--- src/rtl/decode_stage.sv ---
// decode_stage: registered instruction-decode stage between fetch and execute.
// Splits the instruction into fields, extends the immediate, derives class and
// writeback controls, and stalls one cycle on load-use hazards.
// Optional: define DECODE_ILLEGAL_TRAP_EN to add the registered 'illegal' flag.
module decode_stage #(
  parameter int unsigned DATA_WIDTH = 32,
  parameter int unsigned PC_WIDTH   = 32,
  parameter int unsigned REG_ADDR_W = 5
) (
  input  logic                  clk,
  input  logic                  rst_n,
  input  logic                  flush,
  input  logic                  in_valid,
  output logic                  in_ready,
  input  logic [31:0]           in_instr,
  input  logic [PC_WIDTH-1:0]   in_pc,
  output logic                  out_valid,
  input  logic                  out_ready,
  output logic [PC_WIDTH-1:0]   out_pc,
  output logic [5:0]            op,
  output logic [5:0]            func,
  output logic [REG_ADDR_W-1:0] reg_s,
  output logic [REG_ADDR_W-1:0] reg_t,
  output logic [REG_ADDR_W-1:0] reg_d,
  output logic [4:0]            shamt,
  output logic [DATA_WIDTH-1:0] imm_ext,
  output logic [25:0]           jump_addr,
  output logic                  is_rtype,
  output logic                  is_load,
  output logic                  is_store,
  output logic                  is_branch,
  output logic                  is_jump,
  output logic                  reg_write,
  output logic [REG_ADDR_W-1:0] wb_reg,
`ifdef DECODE_ILLEGAL_TRAP_EN
  output logic                  illegal,
`endif
  output logic                  hazard
);

  typedef struct packed {
    logic [PC_WIDTH-1:0]   pc;
    logic [5:0]            op;
    logic [5:0]            func;
    logic [REG_ADDR_W-1:0] rs;
    logic [REG_ADDR_W-1:0] rt;
    logic [REG_ADDR_W-1:0] rd;
    logic [4:0]            shamt;
    logic [DATA_WIDTH-1:0] imm;
    logic [25:0]           jaddr;
    logic                  rtype;
    logic                  load;
    logic                  store;
    logic                  branch;
    logic                  jump;
    logic                  rw;
    logic [REG_ADDR_W-1:0] wb;
`ifdef DECODE_ILLEGAL_TRAP_EN
    logic                  illegal;
`endif
  } bundle_t;

  bundle_t dec;        // decode of the instruction currently offered
  bundle_t bundle_d, bundle_q;
  logic    valid_d, valid_q;
  logic    accept;
  logic    hazard_c;
  logic    use_s, use_t;

  logic [5:0]  in_op, in_func;
  logic [31:0] lui_w;
  logic        wb_valid;
  logic [REG_ADDR_W-1:0] wb_cand;

  assign in_op   = in_instr[31:26];
  assign in_func = in_instr[5:0];
  assign lui_w   = {in_instr[15:0], 16'h0000};

  // Combinational decode of the incoming instruction into a bundle.
  always_comb begin
    dec        = '0;
    wb_valid   = 1'b0;
    wb_cand    = '0;
    dec.pc     = in_pc;
    dec.op     = in_op;
    dec.func   = in_func;
    dec.rs     = REG_ADDR_W'(in_instr[25:21]);
    dec.rt     = REG_ADDR_W'(in_instr[20:16]);
    dec.rd     = REG_ADDR_W'(in_instr[15:11]);
    dec.shamt  = in_instr[10:6];
    dec.jaddr  = in_instr[25:0];
    dec.rtype  = (in_op == 6'h00);
    dec.load   = in_op inside {[6'h20:6'h25]};
    dec.store  = in_op inside {[6'h28:6'h2B]};
    dec.branch = in_op inside {6'h01, [6'h04:6'h07]};
    dec.jump   = (in_op inside {6'h02, 6'h03}) ||
                 (dec.rtype && (in_func inside {6'h08, 6'h09}));

    if (in_op inside {[6'h0C:6'h0E]}) begin
      dec.imm       = '0;
      dec.imm[15:0] = in_instr[15:0];
    end else if (in_op == 6'h0F) begin
      dec.imm = DATA_WIDTH'(lui_w);
    end else begin
      dec.imm       = {DATA_WIDTH{in_instr[15]}};
      dec.imm[15:0] = in_instr[15:0];
    end

    if (dec.rtype && (in_func != 6'h08)) begin
      wb_valid = 1'b1;
      wb_cand  = dec.rd;
    end else if ((in_op inside {[6'h08:6'h0F]}) || dec.load) begin
      wb_valid = 1'b1;
      wb_cand  = dec.rt;
    end else if (in_op == 6'h03) begin
      wb_valid = 1'b1;
      wb_cand  = REG_ADDR_W'(5'd31);
    end
    dec.rw = wb_valid && (wb_cand != '0);
    dec.wb = dec.rw ? wb_cand : '0;

`ifdef DECODE_ILLEGAL_TRAP_EN
    if (dec.rtype)
      dec.illegal = !(in_func inside {6'h00, 6'h02, 6'h03, 6'h04, 6'h06, 6'h07,
                                      6'h08, 6'h09, 6'h0C, 6'h0D,
                                      [6'h10:6'h13], [6'h18:6'h1B],
                                      [6'h20:6'h27], 6'h2A, 6'h2B});
    else
      dec.illegal = !(in_op inside {6'h01, [6'h02:6'h0F],
                                    [6'h20:6'h25], [6'h28:6'h2B]});
    if (dec.illegal) begin
      dec.rw    = 1'b0;
      dec.wb    = '0;
      dec.load  = 1'b0;
      dec.store = 1'b0;
    end
`endif
  end

  // Load-use hazard: held load writes a register the offered instruction reads.
  always_comb begin
    use_s    = !(in_op inside {6'h02, 6'h03});
    use_t    = (in_op == 6'h00) || (in_op inside {[6'h28:6'h2B]}) ||
               (in_op inside {6'h04, 6'h05});
    hazard_c = valid_q && bundle_q.load && bundle_q.rw && in_valid &&
               (bundle_q.wb != '0) &&
               ((use_s && (dec.rs == bundle_q.wb)) ||
                (use_t && (dec.rt == bundle_q.wb)));
  end

  assign hazard   = hazard_c;
  // Flush drains whatever fetch offers, so it overrides backpressure and stalls.
  assign in_ready = flush || ((!valid_q || out_ready) && !hazard_c);
  assign accept   = in_valid && in_ready;

  // Next-state for the output register: flush, then accept, then drain, else hold.
  always_comb begin
    valid_d  = valid_q;
    bundle_d = bundle_q;
    if (flush) begin
      valid_d = 1'b0;
    end else if (accept) begin
      valid_d  = 1'b1;
      bundle_d = dec;
    end else if (valid_q && out_ready) begin
      valid_d = 1'b0;
    end
  end

  // Output register with asynchronous reset.
  always_ff @(posedge clk or negedge rst_n) begin
    if (!rst_n) begin
      valid_q  <= 1'b0;
      bundle_q <= '0;
    end else begin
      valid_q  <= valid_d;
      bundle_q <= bundle_d;
    end
  end

  assign out_valid = valid_q;
  assign out_pc    = bundle_q.pc;
  assign op        = bundle_q.op;
  assign func      = bundle_q.func;
  assign reg_s     = bundle_q.rs;
  assign reg_t     = bundle_q.rt;
  assign reg_d     = bundle_q.rd;
  assign shamt     = bundle_q.shamt;
  assign imm_ext   = bundle_q.imm;
  assign jump_addr = bundle_q.jaddr;
  assign is_rtype  = bundle_q.rtype;
  assign is_load   = bundle_q.load;
  assign is_store  = bundle_q.store;
  assign is_branch = bundle_q.branch;
  assign is_jump   = bundle_q.jump;
  assign reg_write = bundle_q.rw;
  assign wb_reg    = bundle_q.wb;
`ifdef DECODE_ILLEGAL_TRAP_EN
  assign illegal   = bundle_q.illegal;
`endif

endmodule

--- config.mk ---
export PLATFORM = sky130hd
export DESIGN_NAME = decode_stage
export DESIGN_NICKNAME = d
export VERILOG_FILES = /design/src/rtl/decode_stage.sv
export SDC_FILE = /design/constraint.sdc
export NUM_CORES = 1
export LEC_CHECK = 0
export ABC_AREA = 1
export BUFFER_PORTS_ARGS = -buffer_cell sky130_fd_sc_hd__buf_2
export CORE_ASPECT_RATIO = 0.8
export CORE_MARGIN = 2
export CORE_UTILIZATION = 43
export CTS_CLUSTER_DIAMETER = 40
export DETAILED_ROUTE_END_ITERATION = 16
export PLACE_DENSITY = 0.76
export SLEW_MARGIN = 20
export SYNTH_ARGS = -nofsm -noshare
export SYNTH_HDL_FRONTEND = slang
export SYNTH_SLANG_ARGS = --single-unit
--- constraint.sdc ---
create_clock -name clk -period 1.6 [get_ports clk]
set_input_delay 0.4 -clock clk [delete_from_list [all_inputs] [get_ports clk]]
set_output_delay 0.4 -clock clk [all_outputs]
set_load 0.01 [all_outputs]
# After elaboration in Yosys (flattened, before gate mapping)
# Index checks and enable logic that the tools add are counted.
# totals
mem_count,0
ramBits,0
wordCells,88
input_bits,69
out_inout_bits,136
regBits,134
latchBits,0
rom_bits,0
# op_classes
n_reduce_logical,37
n_div,0
order_cmp,10
n_mul,0
eq_ne,11
shift,0
bitwise_logic,1
addsub,0
muxes,12
# op_table
cell,count
$mux 32,1
$mux 31,1
$mux 5,4
$eq 6x4->1 const B,3
$logic_and 1x1->1,18
$eq 6x2->1 const B,2
$eq 6x3->1 const B,2
$ge 6x4->1 const B,2
$ge 6x6->1 const B,2
$le 6x4->1 const B,2
$le 6x6->1 const B,2
$eq 5x5->1,2
$reduce_bool 5->1,2
$reduce_bool 2->1,4
$logic_or 1x1->1,7
$eq 6x1->1 const B,1
$ge 6x3->1 const B,1
$le 6x3->1 const B,1
$logic_not 6->1,1
$mux 1,6
$ne 6x4->1 const B,1
$logic_not 1->1,3
$reduce_bool 3->1,1
$reduce_and 2->1,1
$not 1->1,1

# Longest topological paths before layout
# Gate-level depths: netlist of run 1.
# depth
ltp_word,13
depth_mapped,13
ltp_nobuf,12

# Worst setup path before layout of run 1
# No wires, ideal clock.
# synth_timing
path_type,input-to-reg
start,in in_instr[28]
end,reg valid_q (netlist: out_valid)
slack_ns,-0.029
cell_stages,12
path_buffers,2
required_time_ns,1.470
arrival_ns,1.499
cell_sequence,inv_1 > nand2_1 > nor2_1 > nand2_1 > nand3_1 > nand3_1 > nand2_1 > nand2_2 > nand3_4 > buf_6 > buf_2 > o21ai_0
# synth_via
elab_chain_cells,13
elab_cells_between_ends,24
classes_between,order compare: 2; eq/ne: 4; mux: 2; reduce/logical: 16
# synth_lines
item,line_no,text
start: declaration,15,"input logic [31:0] in_instr,"
$ge 6x6->1 / $le 6x6->1 (equally long branches),143,use_t = (in_op == 6'h00) || (in_op inside {[6'h28:6'h2B]}) ||
$logic_and 1x1->1,143,
$logic_or 1x1->1 (2 in a row),143,
$logic_and 1x1->1,148,(use_t && (dec.rt == bundle_q.wb)));
$logic_or 1x1->1 (*),147,((use_s && (dec.rs == bundle_q.wb)) ||
$logic_and 1x1->1 (*),146,(bundle_q.wb != '0) &&
$logic_not 1->1 (*),153,assign in_ready = flush || ((!valid_q || out_ready) && !hazard_c);
$logic_and 1x1->1 (*),153,
$logic_or 1x1->1 (*),153,
$logic_and 1x1->1 (*),154,assign accept = in_valid && in_ready;
$mux 1,162,end else if (accept) begin
$mux 1,160,if (flush) begin
end signal: assignment,176,valid_q <= valid_d;
end: declaration,65,"logic valid_d, valid_q;"
# Every way passes the cells marked *; elsewhere a longest branch is shown, timed or not.
# A chain may end at the register's enable or synchronous reset.

# Worst setup path after layout of run 1
# layout_timing
start,"reg bundle_q, in the netlist wb_reg[0]"
end,out in_ready
# layout_via
elab_chain_cells,7
elab_cells_between_ends,11
classes_between,eq/ne: 2; reduce/logical: 9
# layout_lines
item,line_no,text
start: declaration,64,"bundle_t bundle_d, bundle_q;"
start signal: assignment,177,bundle_q <= bundle_d;
"$eq 5x5->1, on equally long branches","147, 148",
"$logic_and 1x1->1, on equally long branches","147, 148",
$logic_or 1x1->1,147,
$logic_and 1x1->1 (*),146,
$logic_not 1->1 (*),153,
$logic_and 1x1->1 (*),153,
$logic_or 1x1->1 (*),153,
end: declaration,14,"output logic in_ready,"
# Marked as above.

==> Implementation_results.wiki, run 1 <==
{| class="wikitable"
! Metric !! Value
|-
| Run status || finished with violations
|-
| Violated checks || setup timing
|-
| Clk_skew || 0.00799 ns
|-
| Number of flops mapped to enable cells by yosys || 0
|-
| Synthesis-to-layout area growth || 45.9%
|-
| TritonCTS clock tree || done
|-
| Reg-to-Reg Start || wb_reg[3]$_DFFE_PN0P_
|-
| Remaining global-route overflow || 0
|-
| HPWL reported at the end of detailed placement || 10100 um
|-
| Vias || 4750
|-
| Detailed-router iteration count before antenna repair || 4
|-
| Nature of the critical path endpoint || primary output
|-
| Slowest-stage cell, CP || dfrtp_2
|-
| Share of synthesized area occupied by flip-flops and latches || between 50% and 60%
|-
| Slew at the pin closest to its max-slew limit || 0.331 ns
|-
| Worst reg-to-reg path cell count || 12
|-
| Final cell count without fillers || 982
|-
| Number of placed instances, taps included || 945
|-
| Worst r2r dst || imm_ext[11]$_DFFE_PN0P_
|-
| Total clock buffers created by CTS || 9
|-
| Number of I/O port buffers || roughly 200
|-
| Antenna diode count || 0
|-
| Chip Height || 99.1 um
|-
| Final Wtd Congestion || 0.874
|-
| Share of async-settable or async-resettable flops after synthesis || 100%
|-
| Most frequent cells in the layout || 262 x nand2_1, 203 x buf_2, 105 x dfrtp_1, 50 x buf_4, 31 x inv_1
|-
| Wire length of the first global-routing pass || 23200 um
|-
| Clock latency of the later-clocked register in the worst-skew pair || between 0.3 and 0.4 ns
|-
| Synth Cell Area || 4860 sq um
|-
| Period utilisation layout || 128%
|-
| Synth Instances || between 500 and 600
|-
| Synthesized flop and latch total || between 100 and 150
|-
| CTS HTree Levels || 3
|-
| P_leak || 4.08 nW
|-
| R2R Setup Slk || -0.43 ns
|-
| Maximum number of pins on one net before global-route repair || 46
|-
| Initial core utilization || 44.4%
|-
| Standard cell core area || between 10000 and 15000 sq um
|-
| Maximum count of clock buffers along a single path || 2
|-
| Max-slew headroom || between 70% and 80%
|-
| Number of fill cells || 908
|-
| Number of distinct library cells after synthesis || 27
|-
| Routed length per instance || around 16 um
|-
| I/O pins || 205
|-
| Final setup fails || between 100 and 150
|-
| Synthesized Nets || 664
|-
| Depth of the worst hold-timing path || 3
|-
| CP Buf/Inv Count || 1
|-
| Setup repair after global routing missed its margin || true
|-
| Routed vias/inst || 4.84
|-
| Sort of element at the start of the critical path || register
|-
| Cell depth of the worst setup path || 8
|-
| Width of the die || approximately 120 um
|-
| Worst Hold Class || in2reg
|-
| Peak fanout along the critical path || 4
|-
| Global router's overall resource usage || 24.9%
|-
| Most frequent standard cell in the layout excluding fill and tap cells || nand2_1
|-
| Count of max-cap constraint violations || 0
|-
| Most common cell type on the critical path || nand2_1
|-
| Final Hold Viols || 0
|-
| DRC || 0
|-
| Origin of the worst min-delay path || in_pc[26]
|-
| Post-CTS clock slew at the launch and capture registers of the worst setup and hold paths || 0.07 ns
|-
| Avg Synthesized Cell Area || ~8.2 sq um
|-
| Initial antenna violation count || 0
|-
| Worst hold slack || 0.243 ns
|-
| Number of DRC markers in iteration 0 || just under 300
|-
| Worst VDD drop || 0.591 mV
|-
| Final worst setup slack || -0.443 ns
|-
| Power density normalized to cell area || 1060 nW/um^2
|-
| Data arrival, critical path || between 1.5 and 2 ns
|-
| Number of sinks driven by the clock tree || about 110
|-
| Critical path's top delay family || simple AND/OR/NAND/NOR gates
|-
| Vias in the first global route || 4525
|-
| Final Net Count || 904
|-
| Hold Crit Endpoint || out_pc[26]$_DFFE_PN0P_
|-
| Slowest stage delay, CP || approximately 0.44 ns
|-
| Aggregate routed wire length || 15400 um
|-
| Final antenna-violating net count || 0
|-
| Critical Setup Path Class || reg2out
|-
| Period minus WS final || slightly above 2 ns
|-
| Highest attainable clock frequency || 489 MHz
|-
| Number of synthesis warnings || 0
|-
| Die Area || 12200 sq um
|-
| Predominant post-synthesis flop cell || dfrtp_1
|-
| Proportion of layout cells with a drive suffix above 1 || 41.6%
|-
| Row count || 34
|-
| Cell chain of the critical path || xor2_1 > nor3_2 > nand3_1 > nand2_1 > nand2_2 > nand2_1 > nand2_1 > buf_2
|-
| Library cell used as clock root buffer || clkbuf_16
|-
| Final Max Tran Viols || 0
|-
| Data required time of the critical path || 1.20 ns
|}
[worst min-delay path: cells and delay by family]
family	cells	cell delay, ns
buffers and inverters	1	0.07
and+or+nand+nor	2	0.08
[cell families after synthesis]
logic type | share of synthesized area (%)
buf+inv | 9.76
xor+xnor | 0.541
flops | 55.6
compound gates | 7.50
simple gates | 26.6
[power by group]
part / switching [mW] / internal (mW)
Sequential: 0.274 / 3.12
Combinational: 1.04 / 0.865
Clock: 0.988 / 1.19
Total: 2.31 / 5.18
[final cells by class]
class	count	area, sq um	area share [%]
clock inverter	5	55.1	0.777
timing repair buffer	280	1950	27.5
clock buffer	9	225	3.18
sequential	108	2710	38.2
multi-input combinational	401	1830	25.8
tap	144	180	2.54
inverter	35	144	2.03
[through the flow]
| stage | setup TNS, ns | util [%] | cell area (sq um) | worst slack [ns] | power, mW |
|---|---|---|---|---|---|
| detailed placement | -34.68 | 56.6 | 6190 | -0.349 | 5.09 |
| global placement | -31.94 | 56.6 | 6190 | -0.323 | 5.05 |
| global route | -53.62 | 64.8 | 7090 | -0.572 | 7.89 |
| finish | -38.20 | 64.8 | 7090 | -0.443 | 7.49 |
| floorplan | 0 | - | 4860 | 0.00510 | 4.29 |
| CTS | -29.47 | 62.3 | 6810 | -0.419 | 7.41 |
[Yosys cell counts (all sizes together), types with 2 or more instances]
library cell	number	area [sq um]
nor2	17	63.8
dfrtp	108	2700
buf	42	309
nand3	14	82.6
o21ai	63	315
nand2	289	1090
nor3	4	31.3
nand4	3	18.8
clkbuf	9	33.8
o22ai	2	12.5
xor2	2	17.5
inv	34	128
[per-layer routing]
metal	part of all wire [%]	global-route usage (%)
met1	43	33.3
met2	49	39.7
met3	7.3	6.42
met4	1.3	7.78
met5	0	0
[how the worst max path moves through the flow]
| stage | to | startpoint | slack, ns |
|---|---|---|---|
| floorplan | imm_ext[27]$_DFFE_PN0P_ | in_instr[28] | 0.005 |
| global route | imm_ext[11]$_DFFE_PN0P_ | wb_reg[3]$_DFFE_PN0P_ | -0.57 |
| finish | in_ready | wb_reg[0]$_DFFE_PN0P_ | -0.44 |
| CTS | in_ready | wb_reg[4]$_DFFE_PN0P_ | -0.42 |
| global placement | in_ready | in_instr[28] | -0.32 |
| detailed placement | imm_ext[14]$_DFFE_PN0P_ | in_instr[28] | -0.35 |
[what timing repair did]
item,CTS,global route
setup buffers,6,5
endpoints found under the hold margin,7,0
pin swaps,0,3
setup endpoints to repair,110,110
hold buffers,1,0
resized for setup,34,72
cloned,7,6
No activity file was read; power rests on OpenSTA's default activity.
==> inputs of run 2 (changes only) <==
SETUP_SLACK_MARGIN = 0.02   (was unset)
==> run 2 against run 1 <==
The flow still finishes with violations (setup timing). Utilization decreased by 0.55 points. Non-clock buffer count is 1 higher. Die area is the same. Worst setup slack worse by 0.045 ns. Cell area fell by 0.85%. Clock power about the same. Cell count rose by 0.51%. Hold slack got worse by 0.21 ns. Register-to-register slack got worse by 0.06 ns. Count of clock-buffer cells in the layout up 2. Highest routed layer unchanged.
==> Implementation_results.wiki, run 2 (same netlist as run 1, synthesis figures left out) <==
{| class="wikitable"
! Metric !! Value
|-
| Run status || finished with violations
|-
| Violated checks || setup timing
|-
| R2R Setup Slk || -0.49 ns
|-
| Detailed-routed wire length on met2 || 7060 um
|-
| Number of I/O port buffers || 204
|-
| Clk_skew || 0.00941 ns
|-
| Number of DRC markers in iteration 0 || a little under 400
|-
| Final core occ || 64.3%
|-
| Maximum count of clock buffers along a single path || 2
|-
| Final Net Count || 907
|-
| Critical path's top delay family || buffers and inverters
|-
| TritonCTS clock tree || done
|-
| Initial antenna violation count || 0
|-
| Peak fanout along the critical path || 6
|-
| Period utilisation layout || 131%
|-
| M1 wire length || 6410 um
|-
| Max-slew headroom || 77.5%
|-
| Cell chain of the critical path || inv_1 > nand4_1 > o211ai_1 > inv_1 > nand2_2 > buf_4 > buf_6 > nand3_2 > buf_4 > buf_12 > nand2_1 > o21ai_0
|-
| Clock latency of the later-clocked register in the worst-skew pair || 0.35 ns
|-
| Vias || 4811
|-
| Critical Setup Path Class || reg2reg
|-
| Width of the die || 123 um
|-
| Worst VDD drop || between 0.5 and 0.6 mV
|-
| HPWL reported at the end of detailed placement || 10000 um
|-
| Slew at the pin closest to its max-slew limit || around 0.34 ns
|-
| Vias in the first global route || 4488
|-
| Row count || 34
|-
| Final worst setup slack || -0.489 ns
|-
| Highest routing layer actually used || met4
|-
| Highest attainable clock frequency || 479 MHz
|-
| Number of placed instances, taps included || 950
|-
| Wire length of the first global-routing pass || around 22000 um
|-
| Synthesis-to-layout area growth || 44.7%
|-
| Setup repair after global routing missed its margin || true
|-
| DRC || 0
|-
| Post-CTS clock slew at the launch and capture registers of the worst setup and hold paths || 0.07 ns
|-
| Final Wtd Congestion || 0.890
|-
| Data arrival, critical path || around 2.3 ns
|-
| Most frequent standard cell in the layout excluding fill and tap cells || nand2_1
|-
| Aggregate routed wire length || 14800 um
|-
| Global router's overall resource usage || between 20% and 30%
|-
| Final setup fails || 110
|-
| P_leak || approximately 4 nW
|-
| Most frequent cells in the layout || 279 x nand2_1, 202 x buf_2, 107 x dfrtp_1, 51 x buf_4, 41 x o21ai_0
|-
| Multi-input gate area || 1780 sq um
|-
| Slowest-stage cell, CP || dfrtp_1
|-
| Final cell count without fillers || 987
|-
| Period minus WS final || between 2 and 2.5 ns
|-
| Final Max Tran Viols || 0
|-
| Worst reg-to-reg path cell count || 12
|-
| Count of max-cap constraint violations || 0
|-
| CTS HTree Levels || 3
|-
| Reg-to-Reg Start || wb_reg[1]$_DFFE_PN0P_
|-
| Standard cell core area || 10900 sq um
|-
| Worst Hold Class || in2async
|-
| Routed vias/inst || 4.87
|-
| Worst r2r dst || imm_ext[13]$_DFFE_PN0P_
|-
| Sum of met3 wire segment lengths after detailed routing || 1090 um
|-
| Data required time of the critical path || about 1.8 ns
|-
| CP Buf/Inv Count || 6
|-
| Routed length per instance || about 15 um
|-
| Final Hold Viols || 0
|-
| Sequential cell area || 2700 sq um
|-
| Slowest stage delay, CP || 0.43 ns
|-
| Power density normalized to cell area || 1050 nW/um^2
|-
| Detailed-router iteration count before antenna repair || 5
|-
| Chip Height || 99.1 um
|-
| Count of hold-fix buffers inserted at cts || 0
|-
| Total clock buffers created by CTS || 9
|-
| Number of sinks driven by the clock tree || 108
|-
| Proportion of layout cells with a drive suffix above 1 || 38.9%
|-
| Nature of the critical path endpoint || register
|-
| I/O pins || 205
|-
| Library cell used as clock root buffer || clkbuf_16
|-
| Final antenna-violating net count || 0
|-
| Number of fill cells || 900
|-
| Remaining global-route overflow || 0
|-
| Maximum number of pins on one net before global-route repair || 63
|-
| Die Area || around 12000 sq um
|-
| Initial core utilization || 44.4%
|-
| Critical path origin || wb_reg[1]$_DFFE_PN0P_
|-
| Antenna diode count || 0
|-
| Sort of element at the start of the critical path || register
|}
[run 2: cell types whose count changed in the layout (fill, tap and decap cells not counted), moves of 3 or more]
| cell | delta |
|---|---|
| nand2_1 | +17 |
| nand2_2 | -17 |
| o21ai_0 | +16 |
| o21ai_2 | -12 |
| buf_6 | +6 |
| buf_8 | -4 |
| o21ai_1 | -4 |
| inv_6 | +3 |
| nand3_2 | +3 |
[run 2: layout make-up]
class                           instances  area share (%)
Sequential cell                       108            38.5
Timing Repair Buffer                  281            27.7
Tap cell                              144            2.56
Multi-Input combinational cell        403            25.3
Inverter                               35            1.90
Clock buffer                           11            3.45
Clock inverter                          5           0.605
[run 2: worst max path at each step]
stage | slack (ns) | end | cells past startpoint
finish | -0.49 | imm_ext[13]$_DFFE_PN0P_ | 12
global route | -0.59 | imm_ext[13]$_DFFE_PN0P_ | 13
CTS | -0.45 | in_ready | 8
detailed placement | -0.37 | imm_ext[5]$_DFFE_PN0P_ | 11
global placement | -0.35 | func[1]$_DFFE_PN0P_ | 13
floorplan | -0.001 | func[0]$_DFFE_PN0P_ | 11
[run 2: worst register-to-register path: stages, from the launching register on]
cell and delay (ns):
dfrtp_1 0.43, inv_1 0.13, nand4_1 0.13, o211ai_1 0.18
inv_1 0.07, nand2_2 0.09, buf_4 0.12, buf_6 0.11
nand3_2 0.22, buf_4 0.24, buf_12 0.12, nand2_1 0.06
o21ai_0 0.08
[run 2: metrics by stage]
stage,power [mW],hold WS (ns),TNS [ns],cell area [sq um],setup WS [ns]
floorplan,4.31,0.104,-0.0206,4910,-0.00104
global placement,5.06,0.413,-35.68,6240,-0.351
detailed placement,5.10,0.410,-35.54,6240,-0.369
CTS,7.36,0.0407,-29.94,6790,-0.447
global route,7.78,0.0416,-55.37,7030,-0.591
finish,7.39,0.0278,-41.84,7030,-0.489
[run 2: per-layer routing]
metal  global-route usage [%]  vias up
li1                         -     2323
met3                     5.27       24
met1                     32.2     2265
met2                     38.7      199
met5                        0        -
met4                     5.92        0
[run 2: report_power, final]
| part | leakage [nW] | switching, mW | internal, mW |
|---|---|---|---|
| combinational | 2.59 | 1.01 | 0.837 |
| sequential | 1.35 | 0.269 | 3.12 |
| clock | 0.137 | 1.03 | 1.12 |
[run 2: repair_timing]
action	4_1_cts	5_1_grt
gates resized for setup	21	37
pin swaps	5	5
endpoints found under the setup margin	109	110
cloned	7	5
setup buffers	1	9
